$ cat src/rtl/mest_pro_sequencer.sv
// mest_pro_sequencer: program sequencer for the MEST Pro datapath.
// Walks the instruction ROM from address 0 and issues each word to the ALU
// over a valid/ready handshake. It registers every result and flag set, and
// pulses o_all_done when it reaches a HALT opcode or the last ROM address.
// Optional watchdog: define MEST_PRO_SEQ_TIMEOUT_EN to enable it.
module mest_pro_sequencer #(
  parameter int                      OP_CODE_SIZE     = 4,
  parameter int                      DATA_W           = 8,
  parameter int                      ADDR_W           = 16,
  parameter int                      INSTRUCTION_SIZE = OP_CODE_SIZE + 3 * DATA_W,
  parameter logic [OP_CODE_SIZE-1:0] HALT_OPCODE      = '1,
  parameter int                      TIMEOUT_CYCLES   = 255
) (
  input  logic                        clk,
  input  logic                        i_reset_n,
  input  logic                        i_start,
  output logic                        o_rom_en,
  output logic [ADDR_W-1:0]           o_rom_addr,
  input  logic [INSTRUCTION_SIZE-1:0] i_rom_data,
  output logic                        o_alu_valid,
  input  logic                        i_alu_ready,
  output logic [OP_CODE_SIZE-1:0]     o_opcode,
  output logic [DATA_W-1:0]           o_operand_a,
  output logic [DATA_W-1:0]           o_operand_b,
  output logic [DATA_W-1:0]           o_operand_dest,
  input  logic                        i_alu_result_valid,
  input  logic [DATA_W-1:0]           i_alu_result,
  input  logic                        i_alu_carry,
  input  logic                        i_alu_zero,
  output logic [DATA_W-1:0]           o_result,
  output logic                        o_valid_result,
  output logic                        o_carry,
  output logic                        o_zero_flag,
  output logic                        o_all_done,
  output logic                        o_busy,
  output logic                        o_error
);

  typedef enum logic [2:0] {
    S_IDLE,
    S_FETCH,
    S_WAIT_ROM,
    S_ISSUE,
    S_WAIT_RES,
    S_DONE
  } state_t;

  state_t              state, state_d;
  logic [ADDR_W-1:0]   pc;
  logic                pc_last;
  logic                res_take;
  logic                timeout_hit;
  logic                rom_is_halt;

  assign rom_is_halt = (i_rom_data[INSTRUCTION_SIZE-1 -: OP_CODE_SIZE] == HALT_OPCODE);
  assign pc_last     = (pc == '1);
  assign res_take    = (state == S_WAIT_RES) && i_alu_result_valid && !timeout_hit;
  assign o_rom_addr  = pc;
  assign o_busy      = (state != S_IDLE);

`ifdef MEST_PRO_SEQ_TIMEOUT_EN
  localparam int TMO_W = $clog2(TIMEOUT_CYCLES + 1);

  logic [TMO_W-1:0] tmo_cnt;
  logic             error_q;

  // The expiry cycle is the last ISSUE/WAIT_RES cycle. Valid is dropped in that cycle so a handshake cannot race the abort.
  assign timeout_hit = ((state == S_ISSUE) || (state == S_WAIT_RES)) &&
                       (tmo_cnt == TMO_W'(TIMEOUT_CYCLES - 1));
  assign o_error     = error_q;

  // Watchdog counter: restarted on the way into ISSUE. The error stays set until the next accepted start.
  always_ff @(posedge clk) begin
    if (!i_reset_n) begin
      tmo_cnt <= '0;
      error_q <= 1'b0;
    end else begin
      if (state == S_WAIT_ROM)
        tmo_cnt <= '0;
      else if ((state == S_ISSUE) || (state == S_WAIT_RES))
        tmo_cnt <= tmo_cnt + TMO_W'(1);

      if ((state == S_IDLE) && i_start)
        error_q <= 1'b0;
      else if (timeout_hit)
        error_q <= 1'b1;
    end
  end
`else
  logic unused_timeout;

  assign timeout_hit    = 1'b0;
  assign o_error        = 1'b0;
  assign unused_timeout = (TIMEOUT_CYCLES != 0);
`endif

  // Next-state decode and the per-state strobes
  always_comb begin
    state_d     = state;
    o_rom_en    = 1'b0;
    o_alu_valid = 1'b0;
    o_all_done  = 1'b0;
    unique case (state)
      S_IDLE: begin
        if (i_start) state_d = S_FETCH;
      end
      S_FETCH: begin
        o_rom_en = 1'b1;
        state_d  = S_WAIT_ROM;
      end
      S_WAIT_ROM: begin
        state_d = rom_is_halt ? S_DONE : S_ISSUE;
      end
      S_ISSUE: begin
        o_alu_valid = !timeout_hit;
        if (timeout_hit)      state_d = S_DONE;
        else if (i_alu_ready) state_d = S_WAIT_RES;
      end
      S_WAIT_RES: begin
        if (timeout_hit)             state_d = S_DONE;
        else if (i_alu_result_valid) state_d = pc_last ? S_DONE : S_FETCH;
      end
      S_DONE: begin
        o_all_done = 1'b1;
        state_d    = S_IDLE;
      end
      default: state_d = S_IDLE;
    endcase
  end

  // State register, program counter, latched instruction payload and the registered result
  always_ff @(posedge clk) begin
    if (!i_reset_n) begin
      state          <= S_IDLE;
      pc             <= '0;
      o_opcode       <= '0;
      o_operand_a    <= '0;
      o_operand_b    <= '0;
      o_operand_dest <= '0;
      o_result       <= '0;
      o_carry        <= 1'b0;
      o_zero_flag    <= 1'b0;
      o_valid_result <= 1'b0;
    end else begin
      state          <= state_d;
      o_valid_result <= res_take;

      if (res_take) begin
        o_result    <= i_alu_result;
        o_carry     <= i_alu_carry;
        o_zero_flag <= i_alu_zero;
      end

      // pc is cleared in DONE as well as IDLE, so the address already reads 0 once the sequencer is idle.
      if ((state == S_IDLE) || (state == S_DONE))
        pc <= '0;
      else if (res_take && !pc_last)
        pc <= pc + ADDR_W'(1);

      if ((state == S_WAIT_ROM) && !rom_is_halt) begin
        o_opcode       <= i_rom_data[INSTRUCTION_SIZE-1 -: OP_CODE_SIZE];
        o_operand_a    <= i_rom_data[3*DATA_W-1 -: DATA_W];
        o_operand_b    <= i_rom_data[2*DATA_W-1 -: DATA_W];
        o_operand_dest <= i_rom_data[DATA_W-1:0];
      end
    end
  end

endmodule

$ cat config.mk
export PLATFORM = sky130hd
export DESIGN_NAME = mest_pro_sequencer
export DESIGN_NICKNAME = d
export VERILOG_FILES = /design/src/rtl/mest_pro_sequencer.sv
export SDC_FILE = /design/constraint.sdc
export NUM_CORES = 1
export LEC_CHECK = 0
export CAP_MARGIN = 20
export CORE_MARGIN = 2
export CORE_UTILIZATION = 43
export DETAILED_ROUTE_END_ITERATION = 6
export PLACE_DENSITY = 0.76
export RECOVER_POWER = 50
export SLEW_MARGIN = 30
export SYNTH_ARGS = -nofsm -noshare
export SYNTH_HDL_FRONTEND = slang
export SYNTH_SLANG_ARGS = --single-unit
$ cat constraint.sdc
create_clock -name clk -period 2.15 [get_ports clk]
set_input_delay 0.43 -clock clk [delete_from_list [all_inputs] [get_ports clk]]
set_output_delay 0.43 -clock clk [all_outputs]
set_load 0.01 [all_outputs]
After elaboration in Yosys (flattened, before gate mapping):

Cells that the tools add are included.
Widths: inputs -> output; s select.

* equality and inequality tests: 10
* bitwise gates (word level): 1
* mux-type cells: 9
* add/sub/neg operators: 1
* reduce and logical (&&, ||, !) cells: 10

Operators with widths (count)
* $add 16x1->16 const B: 1
* $eq 16x16->1 const B: 1
* $mux 3: 5
* $pmux 3 s5: 1
* $eq 3x2->1 const B: 2
* $eq 3x3->1 const B: 2
* $ne 2x2->1 const B: 3
* $eq 4x4->1 const B: 1
* $eq 3x1->1 const B: 1
* $logic_and 1x1->1: 3
* $logic_not 3->1: 1
* $mux 1: 3
* $reduce_and 3->1: 1
* $reduce_bool 3->1: 1
* $logic_not 1->1: 2
* $reduce_or 2->1: 1
* $logic_or 1x1->1: 1
* $not 1->1: 1

* flip-flop bits (word level): 58
* word-level logic and storage cells: 41
* output and inout bits: 60
* input port bits: 43

Depth between registers and ports, before layout:

Gate-level depths: netlist (run 1).

* depth in word-level cells: 4
* gate-level depth with buffers: 6
* gate-level depth less buffers: 5

Worst setup path after synthesis (run 1):

No wires, ideal clock.

* path type: register to register
* start: register pc[0], in the netlist o_rom_addr[0]
* end: register pc[14], in the netlist o_rom_addr[14]
* library setup time: 0.070 ns
* clock period less this slack: 1.942 ns
* data required time: 2.080 ns
* buffers on the path: 0
* cell stages (with the launch flop): 6
* arrival: 1.871 ns
* setup slack: 0.208 ns
* path through: dfxtp_1 ha_1 nand3_2 or4b_4 or4_1 a21oi_1

* cells in the longest elaborated chain, start to end: 3
* elaborated cells on any way between the ends: 4
* classes of those cells: add/sub: 1; eq/ne: 1; reduce/logical: 2

RTL lines
* from (decl): line 49 `logic [ADDR_W-1:0] pc;`
* from (signal assigned): line 158 `pc <= pc + ADDR_W'(1);`
* branches (longest 3 deep; another with $add 16x1->16)

Several ways; the timed one is not identified.
A chain may end at the register's enable or synchronous reset.

Worst setup path in the final report (run 1):

* start: register state[0]
* end: output port o_busy

* cells in the longest elaborated chain, start to end: 1

RTL lines
* from (decl): line 48 `state_t state, state_d;`
* from (signal assigned): line 145 `state <= state_d;`
* $reduce_bool 3->1: line 59 `assign o_busy = (state != S_IDLE);`
* to (decl): line 35 `output logic o_busy,`

Every way passes these cells.

==> metrics.txt, run 1 <==
Synth cell types 43; Vias/cell 5.12; post-cts resize count 0; critical path type reg -> out; top_reg_cell synth dfxtp_1; asr flop ratio synth 0%; Area growth syn-to-layout 52.9%; initial core utilization 44.8%; multiplexer share of the synthesized area 0%; worst-skew pair later-pin latency 0.32 ns; DPL Wire Length 4.73 mm; CP endpoint kind output port; grt ovf 0; Die W 80 µm; unrepaired setup endpoints after global routing false; Synth Area in Simple Gates 26.6%; diodes inserted 0; Final nets 442; share of cells above drive strength 1 9.20%; WHS 0.461 ns; Synth Net Count 335; clock period minus worst slack 2.02 ns; Post-CTS Setup Inserts 0; Clock Path Buffers 2; commonest non-fill, non-tap cell in the layout nand2_1; Place WS -0.0398 ns; CP startpoint kind register; DRT Pass-1 Iters 6; slowest CP cell clkdlybuf4s50_1; Synth Instances 291; Vias 2429; slowest stage delay, CP 0.51 ns; Yosys reg bits 58; CP endpoint o_busy; Worst-Margin Slew 0.795 ns; CTS clk-pin slew, worst paths 0.06 ns; I/O Buffers 101; FP Rows 27; Synth Warn # 0; Global Route Usage Sum 20.8%; GPL Wtd Cong 0.807; CTS H-tree depth 3; # IOs 103; Clock Skew 0.00502 ns; Mapped Area 2480 µm²; max-cap violations 0; final wirelength 6.56 mm; Pwr Density 635 nW/µm²; post-route DRC violation count 0; crit path max fanout 11; worst vdd ir 0.467 mV; CTS tree built; post-layout util 68.6%; Synth Area in Adders 0.504%; most frequent cells in the layout 77 x nand2_1, 63 x clkdlybuf4s50_1, 55 x dfxtp_1; endpoints failing hold 0; max_slew headroom 46.4%; r2r setup slk 0.27 ns; final cycle utilization of the critical path 94.1%; CTS Sinks 58; initial antenna violation count 0; Arrival @ worst endpoint 1.59 ns; Post-synth EDFFs 0; WP data required 1.72 ns; fmax 494 MHz; initial drt markers 60; Reg-to-Reg Start o_rom_addr[0]; LEAKAGE 1.41 nW; status complete, no violations; Final ANT Viol Nets 0; # hold bufs at CTS 0; Final setup viols 0; largest family of logic cells by synthesized area simple AND/OR/NAND/NOR gates; R2R depth 6; number of global-route vias before repair 2227; Synth Area in Compound Gates 21.8%; die area 6400 µm²; Avg Cell Area, Syn 8.53 µm²; Die Height 80 µm; CP Launch Point state[0]; Hold Path Class reg -> reg; pin count of the biggest net entering global routing 43; register area share after synthesis 46.8%; total CTS buffers 9; area of the core 5540 µm²; Worst Slack Setup Final 0.126 ns; Slew Viols, Final 0; CP Cell Sequence or3_1 > clkdlybuf4s50_1; Clock Tree Root clkbuf_8; capture point of the worst reg-to-reg path o_rom_addr[9]; first-pass GRT wire length 10.3 mm; wire per inst 13.8 µm; Synth Area in XOR/XNOR 0.705%
-- worst min-delay path by stage --
stage,end,from,slack (ns),depth (start not counted)
after floorplan,o_operand_a[6],o_operand_a[6],0.49,2
after global placement,o_result[7],o_result[7],0.45,2
after detailed placement,o_result[7],o_result[7],0.46,2
after CTS,o_result[7],o_result[7],0.47,2
after global routing,o_result[6],o_result[6],0.49,2
final,o_result[7],o_result[7],0.46,2
-- through the flow --
stage	setup TNS, ns	cell area, µm²	std cells	power, mW
floorplan	0	2480	291	1.30
global placement	-0.0185	3620	459	1.50
detailed placement	-0.0398	3620	459	1.50
CTS	0	3800	474	2.46
global route	0	3800	474	2.52
finish	0	3800	474	2.41
-- final cells by class --
cell class / count / area (µm²)
tap: 72 / 90.1
timing repair buffer: 114 / 1110
clock buffer: 12 / 145
sequential: 58 / 1160
multi-input combinational: 213 / 1240
inverter: 2 / 7.51
clock inverter: 3 / 40.0
fill: 472 / 1740
-- routing by layer --
metal	vias to the layer above	global-route usage, %	wire (µm)
li1	1242	-	-
met3	7	5.43	446
met1	1101	25.5	2980
met5	-	0	0
met2	79	34.3	3060
met4	0	8.64	72
-- logic make-up (layout without fill, tap and decap cells) --
family          after synthesis  in the layout
compound gates               77             77
xor+xnor                      2              2
fa+ha+maj                     1              1
buf+inv                      20            131
flops                        58             58
other cells                   1              1
simple gates                132            132
-- sequential cells by signal (all words and copies together) (netlist names), 3 cells and up --
register and count:
o_operand_dest 8, o_opcode 4, o_operand_a 8, o_operand_b 8, o_result 8, o_rom_addr 16
state 3
-- critical path: cells and delay by family, from the launching register on --
family / cells / cell delay, ns
simple gates: 1 / 0.38
flops: 1 / 0.37
buf+inv: 1 / 0.51
-- report_power, final --
part	leakage (nW)	switching, mW	internal (mW)
combinational	0.846	0.137	0.184
clock	0.0962	0.394	0.557
sequential	0.471	0.0276	1.11
-- synth_stat cells (5+ instances only) --
| cell | n | area share [%] |
|---|---|---|
| nand2_1 | 77 | 12 |
| o21ai_0 | 12 | 2.4 |
| buf_2 | 6 | 1.2 |
| nand4_1 | 5 | 1.3 |
| a21boi_0 | 36 | 11 |
| a21oi_1 | 12 | 2.4 |
| or3_1 | 8 | 2.0 |
| clkbuf_1 | 11 | 1.7 |
| dfxtp_1 | 58 | 47 |
| nand3_1 | 7 | 1.4 |
| nor2_1 | 8 | 1.2 |
| and3_1 | 5 | 1.3 |
(Power assumes the default switching activity.)
==> run 2: changes to the inputs <==
- HOLD_SLACK_MARGIN: unset -> 0.02
- MAX_ROUTING_LAYER: unset -> met4
==> metrics.txt, run 2 (same netlist as run 1, synthesis figures left out) <==
status complete, no violations; share of cells above drive strength 1 9.20%; hold path startpoint o_result[7]; CP startpoint kind register; diodes inserted 0; GPL Wtd Cong 0.818; Final nets 442; Clock Tree Root clkbuf_8; CTS tree built; LEAKAGE 1.41 nW; post-route DRC violation count 0; max_slew headroom 46.3%; DRT Pass-1 Iters 6; Clock Skew 0.00499 ns; first-pass GRT wire length 10.3 mm; grt ovf 0; fmax 494 MHz; number of global-route vias before repair 2229; Vias 2435; CTS H-tree depth 3; Layout Cells excl Fill 474; worst-skew pair later-pin latency 0.32 ns; Final setup viols 0; slowest CP cell clkdlybuf4s50_1; worst vdd ir 0.467 mV; Arrival @ worst endpoint 1.59 ns; commonest non-fill, non-tap cell in the layout nand2_1; final instance area 3800 µm²; Die Height 80 µm; wire per inst 13.8 µm; Worst-Margin Slew 0.797 ns; area of the core 5540 µm²; final wirelength 6.55 mm; Post-CTS Setup Inserts 0; slowest stage delay, CP 0.51 ns; CP Launch Point state[0]; crit path max fanout 11; clock period minus worst slack 2.02 ns; CTS Sinks 58; critical path type reg -> out; CP endpoint kind output port; initial drt markers 64; CTS clk-pin slew, worst paths 0.06 ns; DPL Wire Length 4.73 mm; Final ANT Viol Nets 0; WHS 0.460 ns; Area growth syn-to-layout 52.9%; Global Route Usage Sum 21.4%; Vias/cell 5.14; total CTS buffers 9; initial antenna violation count 0; die area 6400 µm²; max FFs per register 16; most frequent cells in the layout 77 x nand2_1, 63 x clkdlybuf4s50_1, 55 x dfxtp_1; Hold Path Class reg -> reg; WP data required 1.72 ns; Die W 80 µm; initial core utilization 44.8%; setup TNS 0 ns; Clock Path Buffers 2; Slew Viols, Final 0; Pwr Density 635 nW/µm²; Placed Cells 459; unrepaired setup endpoints after global routing false; Reg-to-Reg Start o_rom_addr[0]; max-cap violations 0; I/O Buffers 101; CP Cell Sequence or3_1 > clkdlybuf4s50_1; pin count of the biggest net entering global routing 43; # IOs 103; endpoints failing hold 0; Cell Area, Placed 3620 µm²; FP Rows 27; final cycle utilization of the critical path 94.1%
run 2: cell counts in the layout (fill, tap and decap cells not counted):
No cell type changed its count.
run 2: cell type report:
class	instances	area, µm²
Clock inverter	3	40.0
Multi-Input combinational cell	213	1240
Tap cell	72	90.1
Timing Repair Buffer	114	1110
Sequential cell	58	1160
Clock buffer	12	145
Fill cell	472	1740
Inverter	2	7.51
run 2: routing by layer:
| layer | vias up | share of wire, % | global-route usage (%) |
|---|---|---|---|
| met5 | - | 0 | - |
| met4 | 0 | 1.1 | 8.64 |
| met3 | 7 | 6.8 | 5.32 |
| met2 | 75 | 47 | 34.4 |
| met1 | 1110 | 45 | 25.6 |
| li1 | 1243 | - | - |
run 2: where the power goes:
group          total, mW  switching (mW)  internal (mW)
clock network      0.951           0.393          0.557
logic              0.321           0.137          0.184
registers           1.14          0.0274           1.11
total               2.41           0.558           1.85
run 2: worst paths after layout:
kind,endpoint,slack [ns],cells after the start
worst max-delay path,o_busy,0.13,2
worst min-delay path,o_result[7],0.46,2
worst max register to register,o_rom_addr[9],0.27,6
worst min register to register,o_result[7],0.46,2
run 2: critical path, delay by kind of cell, from the launching register on:
kind | cells | cell delay (ns)
buffers and inverters | 1 | 0.51
AND/OR/NAND/NOR | 1 | 0.39
flip-flops | 1 | 0.37
run 2: stage by stage:
stage | util, % | setup WS [ns] | power, mW
after floorplan | - | 0.208 | 1.30
after global placement | 65.3 | -0.0185 | 1.50
after detailed placement | 65.3 | -0.0398 | 1.50
after CTS | 68.7 | 0.00436 | 2.46
after global routing | 68.6 | 0.0491 | 2.52
final | 68.6 | 0.126 | 2.41
run 2: repair_timing:
action,in CTS,in global routing
hold buffers,0,0
setup endpoints to repair,0,3
resized for setup,0,3
hold endpoints to repair,0,0
==> run 3: changes to the inputs <==
- GPL_ROUTABILITY_DRIVEN: unset -> 0
- SLEW_MARGIN: 30 -> 20
- clock period: 2.15 -> 2.3 ns (I/O delays scaled with it)
==> metrics.txt, run 3 (same netlist as run 1, synthesis figures left out) <==
first-pass GRT wire length 10.5 mm; Reg area 1160 µm²; CTS Sinks 58; final wirelength 6.66 mm; Clock Path Buffers 2; Layout Cells excl Fill 471; critical path type reg -> out; crit path max fanout 11; Reg-to-Reg Start o_rom_addr[1]; worst-skew pair later-pin latency 0.33 ns; clock period minus worst slack 2.14 ns; Placed Cells 455; CTS tree built; share of cells above drive strength 1 8.02%; multi-input logic area 1240 µm²; FP Rows 27; Pwr Density 611 nW/µm²; I/O Buffers 101; Hold EP o_operand_b[3]; max_slew headroom 48.1%; total CTS buffers 9; DPL Wire Length 4.72 mm; Final setup viols 0; wire per inst 14.1 µm; Vias 2450; post-route DRC violation count 0; Post-CTS Setup Inserts 0; Place WS 0.0507 ns; # fillers 471; worst vdd ir 0.407 mV; capture point of the worst reg-to-reg path o_rom_addr[14]; final cycle utilization of the critical path 93.2%; Tot Pwr 2.30 mW; Die W 80 µm; Hold Path Cell Cnt 2; Die Height 80 µm; initial core utilization 44.8%; hold path startpoint o_operand_b[3]; DRT Pass-1 Iters 4; Arrival @ worst endpoint 1.68 ns; diodes inserted 0; CTS H-tree depth 3; Clock Tree Root clkbuf_8; status complete, no violations; # IOs 103; r2r setup slk 0.20 ns; Area growth syn-to-layout 51.8%; fmax 467 MHz; CP endpoint kind output port; Final ANT Viol Nets 0; commonest non-fill, non-tap cell in the layout nand2_1; CTS clk-pin slew, worst paths 0.06 ns; die area 6400 µm²; initial drt markers 67; CP Launch Point state[0]; area of the core 5540 µm²; Worst Slack Setup Final 0.157 ns; most frequent cells in the layout 77 x nand2_1, 58 x dfxtp_1, 57 x clkdlybuf4s50_1; Hold Path Class reg -> reg; unrepaired setup endpoints after global routing false; initial antenna violation count 0; grt ovf 0; Final nets 438; setup TNS 0 ns; max-cap violations 0; WP data required 1.84 ns; endpoints failing hold 0; Clock Skew 0.0110 ns; Worst-Margin Slew 0.770 ns; Slew Viols, Final 0; Global Route Usage Sum 21.9%; Vias/cell 5.20; LEAKAGE 1.41 nW; # hold bufs at CTS 0; R2R depth 5; max FFs per register 16; pin count of the biggest net entering global routing 43; number of global-route vias before repair 2198; post-cts resize count 0; CP startpoint kind register
run 3: cell count changes in the layout (fill, tap and decap cells not counted), sizes merged:
cell and change:
buf -3, clkinv -1, dlygate4sd3 +6, clkbuf +1
clkdlybuf4s50 -6
run 3: how the worst max path moves through the flow:
stage                     slack, ns  depth (start not counted)             end
after floorplan                0.36                          5  o_rom_addr[14]
after global placement         0.10                          5  o_rom_addr[13]
after detailed placement       0.05                          5  o_rom_addr[13]
after CTS                      0.12                          3        o_rom_en
after global routing           0.03                          3      o_all_done
final                          0.16                          3     o_alu_valid
run 3: layout make-up:
class                   count  share of cell area [%]
repair buffers            110                    28.5
inverters                   2                   0.199
clock buffers              14                    4.31
flip-flops and latches     58                    30.8
well taps                  72                    2.39
clock inverters             2                   0.929
multi-input cells         213                    32.8
run 3: metal layers:
metal | track usage [%] | vias to the layer above | part of all wire [%]
li1 | - | 1236 | -
met1 | 27.1 | 1125 | 45
met2 | 34.5 | 87 | 48
met3 | 6.22 | 2 | 6.8
met4 | 7.12 | 0 | 0.35
met5 | - | - | 0
run 3: worst max-delay path, stage by stage, from the launching register on:
cell and delay (ns):
dfxtp_1 0.53, nand2b_1 0.16, nor2_1 0.11, clkdlybuf4s50_1 0.56
run 3: where the power goes:
part / total [mW] / internal, mW / leakage, nW / switching (mW)
Clock: 0.942 / 0.560 / 0.101 / 0.382
Combinational: 0.296 / 0.169 / 0.843 / 0.128
Sequential: 1.07 / 1.04 / 0.469 / 0.0261
Total: 2.30 / 1.77 / 1.41 / 0.536
run 3: metrics by stage:
| step | cell area (µm²) | hold WS (ns) | util [%] |
|---|---|---|---|
| after floorplan | 2480 | 0.488 | - |
| after global routing | 3770 | 0.479 | 68.1 |
| final | 3770 | 0.459 | 68.1 |
| after global placement | 3580 | 0.450 | 64.5 |
| after detailed placement | 3580 | 0.455 | 64.5 |
| after CTS | 3770 | 0.465 | 68.1 |
